==> src/rtl/board_mem_arbiter.sv <==
// Single-port board RAM arbiter: video row prefetch (strict priority) into a
// double-buffered Row bank, game-logic cell accesses when the port is free.
module board_mem_arbiter #(
    parameter int COLS = 10,
    parameter int ROWS = 20,
    parameter int DW   = 16,
    parameter int AW   = 8
) (
    input  logic                     Clk,
    input  logic                     reset,
    input  logic                     LD_Row,
    input  logic [7:0]               rowNum,
    output logic [COLS-1:0][DW-1:0]  Row,
    output logic                     rowReady,
    input  logic                     g_req,
    input  logic                     g_we,
    input  logic [4:0]               g_row,
    input  logic [3:0]               g_col,
    input  logic [DW-1:0]            g_wdata,
    output logic                     g_gnt,
    output logic                     g_rvalid,
    output logic [DW-1:0]            g_rdata,
    output logic [AW-1:0]            mem_addr,
    output logic                     mem_we,
    output logic [DW-1:0]            mem_wdata,
    input  logic [DW-1:0]            mem_rdata
);

    localparam int CW = $clog2(COLS);

    typedef enum logic [1:0] {IDLE, V_ARM, V_FETCH, V_LAST} state_t;

    state_t                    state;
    logic                      ld_q;
    logic                      ld_rise;
    logic [7:0]                fetch_row;
    logic                      fetch_oor;
    logic [7:0]                pend_row;
    logic                      pend;
    logic [CW-1:0]             col;
    logic [COLS-1:0][DW-1:0]   shadow;
    logic                      g_oor;
    logic                      rd_oor;
    logic [AW-1:0]             video_addr;
    logic [AW-1:0]             game_addr;

    assign ld_rise    = LD_Row & ~ld_q;
    assign g_oor      = (int'(g_row) >= ROWS) || (int'(g_col) >= COLS);
    assign video_addr = AW'(fetch_row) * AW'(COLS) + AW'(col);
    assign game_addr  = AW'(g_row) * AW'(COLS) + AW'(g_col);

    // The game port only sees the RAM in an IDLE cycle with no video work queued.
    assign g_gnt     = (state == IDLE) && !ld_rise && !pend && g_req;
    assign mem_wdata = g_wdata;

    always_comb begin
        mem_addr = '0;
        mem_we   = 1'b0;
        if (state == V_FETCH) begin
            mem_addr = video_addr;
        end else if (g_gnt) begin
            mem_addr = game_addr;
            mem_we   = g_we && !g_oor;
        end
    end

    // RAM data for a game read arrives the cycle after the grant.
    assign g_rdata = (g_rvalid && !rd_oor) ? mem_rdata : '0;

    always_ff @(posedge Clk) begin
        if (reset) begin
            state     <= IDLE;
            ld_q      <= 1'b0;
            fetch_row <= '0;
            fetch_oor <= 1'b0;
            pend_row  <= '0;
            pend      <= 1'b0;
            col       <= '0;
            shadow    <= '0;
            Row       <= '0;
            rowReady  <= 1'b0;
            g_rvalid  <= 1'b0;
            rd_oor    <= 1'b0;
        end else begin
            ld_q     <= LD_Row;
            rowReady <= (state == V_LAST);
            g_rvalid <= g_gnt && !g_we;
            rd_oor   <= g_oor;

            // Any request arriving while busy parks here; newest one wins.
            if (state != IDLE && ld_rise) begin
                pend     <= 1'b1;
                pend_row <= rowNum;
            end

            case (state)
                IDLE: begin
                    if (ld_rise) begin
                        fetch_row <= rowNum;
                        pend      <= 1'b0;
                        col       <= '0;
                        fetch_oor <= (int'(rowNum) >= ROWS);
                        state     <= (int'(rowNum) >= ROWS) ? V_LAST : V_FETCH;
                    end else if (pend) begin
                        fetch_row <= pend_row;
                        pend      <= 1'b0;
                        state     <= V_ARM;
                    end
                end
                V_ARM: begin
                    col       <= '0;
                    fetch_oor <= (int'(fetch_row) >= ROWS);
                    state     <= (int'(fetch_row) >= ROWS) ? V_LAST : V_FETCH;
                end
                V_FETCH: begin
                    if (col != '0)
                        shadow[col - 1'b1] <= mem_rdata;
                    col <= col + 1'b1;
                    if (col == CW'(COLS - 1))
                        state <= V_LAST;
                end
                V_LAST: begin
                    shadow[COLS-1] <= mem_rdata;
                    for (int i = 0; i < COLS; i++) begin
                        if (fetch_oor)
                            Row[i] <= '0;
                        else if (i == COLS - 1)
                            Row[i] <= mem_rdata;
                        else
                            Row[i] <= shadow[i];
                    end
                    state <= IDLE;
                end
                default: state <= IDLE;
            endcase
        end
    end

endmodule

==> config.mk <==
export PLATFORM = sky130hd
export DESIGN_NAME = board_mem_arbiter
export DESIGN_NICKNAME = d
export VERILOG_FILES = /design/src/rtl/board_mem_arbiter.sv
export SDC_FILE = /design/constraint.sdc
export NUM_CORES = 1
export LEC_CHECK = 0
export ABC_AREA = 1
export ABC_CLOCK_PERIOD_IN_PS = 4650
export CAP_MARGIN = 20
export CORE_MARGIN = 1
export CORE_UTILIZATION = 50
export CTS_CLUSTER_DIAMETER = 30
export CTS_CLUSTER_SIZE = 16
export DETAILED_ROUTE_END_ITERATION = 8
export PLACE_DENSITY = 0.77
export SLEW_MARGIN = 10
export SYNTH_ARGS = -nofsm -noshare
export SYNTH_HDL_FRONTEND = slang
export SYNTH_SLANG_ARGS = --single-unit
==> constraint.sdc <==
create_clock -name Clk -period 4.65 [get_ports Clk]
set_input_delay 0.93 -clock Clk [delete_from_list [all_inputs] [get_ports Clk]]
set_output_delay 0.93 -clock Clk [all_outputs]
set_load 0.01 [all_outputs]
==> results of run 1 <==
==> cells by family (layout without fill, tap and decap cells) <==
family | count (synthesis) | after routing | share of synthesized area, %
and+or+nand+nor | 1053 | 1053 | 30.9
DFF | 332 | 332 | 49.9
AOI/OAI and AO/OA | 218 | 218 | 8.34
buffers and inverters | 180 | 419 | 7.10
adders and majority gates | 34 | 34 | 3.42
xor gates and xnor gates | 5 | 5 | 0.385
==> state kept, by name, summed over array words and instances (netlist names) <==
name / count
pend: 1
rowReady: 1
Row: 160
state: 2
rd_oor: 1
fetch_row: 8
shadow: 144
ld_q: 1
fetch_oor: 1
pend_row: 8
col: 4
g_rvalid: 1
==> metrics by stage <==
| step | instance area [um2] | worst slack, ns | hold WS [ns] | instances |
|---|---|---|---|---|
| after detailed placement | 15500 | 0.106 | 0.440 | 2288 |
| after global placement | 15500 | 0.226 | 0.436 | 2288 |
| after global routing | 17500 | 0.0401 | 0.463 | 2396 |
| after CTS | 17400 | 0.103 | 0.450 | 2396 |
| final | 17500 | 0.169 | 0.449 | 2396 |
| after floorplan | 13300 | 1.38 | 0.425 | 1822 |
==> cell type report <==
class                           count  area (um2)
Inverter                           63         241
Sequential cell                   332        6650
Tap cell                          335         419
Clock buffer                       72        1620
Timing Repair Buffer              248        2440
Fill cell                        2155        8680
Clock inverter                     36         348
Multi-Input combinational cell   1310        5750
==> tightest hold or removal path: cells and delay by family (launching register included) <==
family	cells	cell delay [ns]
AO/OA/AOI/OAI	1	0.05
buffers and inverters	1	0.05
flip-flops	1	0.29
==> report_power, final <==
group	total [mW]	switching, mW	internal (mW)
Sequential	3.00	0.0658	2.94
Combinational	1.19	0.805	0.381
Clock	4.15	1.46	2.70
Total	8.34	2.33	6.01
==> how the worst min path moves through the flow <==
stage / from / end / slack, ns / depth (start not counted)
CTS: pend_row[4] / pend_row[4] / 0.45 / 2
global route: pend_row[4] / pend_row[4] / 0.46 / 2
global placement: pend_row[4] / pend_row[4] / 0.44 / 2
finish: pend_row[1] / pend_row[1] / 0.45 / 2
detailed placement: pend_row[4] / pend_row[4] / 0.44 / 2
floorplan: pend_row[1] / pend_row[1] / 0.42 / 2
==> cell usage after synthesis, types with 9 or more instances <==
cell type | count | area (um2)
nor2_4 | 9 | 101
inv_1 | 42 | 158
ha_1 | 30 | 375
buf_6 | 24 | 270
nand3_1 | 32 | 160
clkinv_1 | 18 | 67.6
a21oi_1 | 180 | 901
buf_2 | 15 | 75.1
buf_4 | 19 | 143
nand2_1 | 678 | 2540
clkbuf_1 | 48 | 180
buf_1 | 11 | 41.3
o21ai_0 | 27 | 135
dfxtp_1 | 332 | 6650
nor2_1 | 319 | 1200
==> per-layer routing <==
layer	up-vias	GRT usage [%]	part of all wire [%]
met3	65	5.44	7.6
met2	393	43.8	47
met1	5574	33.7	44
met4	0	8.22	2.2
li1	6067	-	-
met5	-	0	0
==> repair_timing <==
action,4_1_cts,5_1_grt
hold buffers,0,0
endpoints found under the setup margin,0,1
resized for setup,0,1
==> flow_metrics.tcl, run 1 <==
set metrics [dict create \
    yosysSeqAreaShare_pct 49.9 \
    max_freq_ghz 0.223 \
    worst-path-max-fanout 3 \
    antenna_found_initial 0 \
    violations "DRC" \
    required_ns 3.72 \
    dieArea_um2 27300 \
    worstRegToRegCells 6 \
    clock_latency_ns 0.56 \
    cp-startpoint "g_row[1]" \
    htreeDepth 2 \
    crit_top_cell "nand3_1" \
    synth_warnings 0 \
    finalSetupViolations 0 \
    cts_tree "built" \
    mostFrequentLayoutCell "nand2_1" \
    arrival_ns 3.55 \
    status "finished, violations left" \
    hpwl_um 21900 \
    rows 59 \
    grt_pass1_vias 11200 \
    slew_violations 0 \
    rsz0062_at_grt "false" \
    async_flop_share_pct 0 \
    finalHoldViolCount 0 \
    syn-num-nets 1910 \
    grt_first_pass_wirelength_um 56200 \
    finalCritPeriodShare_pct 96.4 \
    drc 37 \
    final_util_pct 66.8 \
    place_congestion 0.865 \
    powerDensity_nw_per_um2 478 \
    finalSetupTns_ns 0 \
    path_depth 11 \
    finalPower_mw 8.34 \
    finalWirelength_um 36400 \
    rr_startpoint "state[0]" \
    start_util_pct 51.0 \
    path_clk_slew_ns 0.05 \
    ant_nets 0 \
    finalCriticalPeriod_ns 4.48 \
    port_buffers 225 \
    p_leak_nw 6.66 \
    critPathMaxStageDelay_ns 0.53 \
    cts_sinks 332 \
    dr.first_iter.drc_count 1118 \
    critPathCapture "mem_addr[7]" \
    crit_type "input pin to output pin" \
    synth_edf_count 0 \
    relSlewSlack_pct 27.8 \
    ir_worst_vdd_v 0.000369 \
    num_antenna_cells 0 \
    vias 12100 \
    skew_ns 0.0186 \
    drive_gt1_share_pct 7.28 \
    nets 2102 \
    end_kind "output pin" \
    synthCells 1822 \
    wl_per_cell_um 15.2 \
    r2r_end "Row[153]" \
    die_w_um 165 \
    r2r_slack_ns 2.05 \
    postSynthAreaPerCell_um2 7.31 \
    cts_buffer_depth 3 \
    grt_max_degree 97 \
    cap_violations 0 \
    slowest_stage "clkdlybuf4s50_1" \
    crit_family "buffers and inverters" \
    hold_class "register to register" \
    cts_setup_buffers 0 \
    dr.pass1.iters 7 \
    overflow 0 \
    area_growth_pct 31.0 \
    final_cell_mix "nand2_1, dfxtp_1, nor2_1, clkdlybuf4s50_1, a21oi_1" \
    core_area_um2 26100 \
    fp.dieH_um 165 \
    ios 258 \
    path_buf_inv 3 \
    cts_root_buffer "clkbuf_16" \
    numCtsBuffers 59 \
    path_cells "clkdlybuf4s50_1 -> ha_1 -> ha_1 -> inv_1 -> fa_1 -> xnor2_2 -> nand3_1 -> nand3_1 -> nand3_1 -> nand2_1 -> clkdlybuf4s50_1" \
    ys.flop_type "dfxtp_1" \
    worst_slew_pin_slew_ns 1.08 \
    grt_util_all_layers_pct 26.2 \
    ys_types 32 \
    routed_via_density 5.05 \
    ys_seq_elements 332 \
    cp-start-kind "input pin" \
    synth.cell_area_um2 13300 \
]
Power figures use the tool's default switching activity.
==> run 2, diff against run 1 <==
SLEW_MARGIN = default   (was 10)
==> results of run 2 <==
The final DEF is identical to that of run 1; final timing and power are the same.
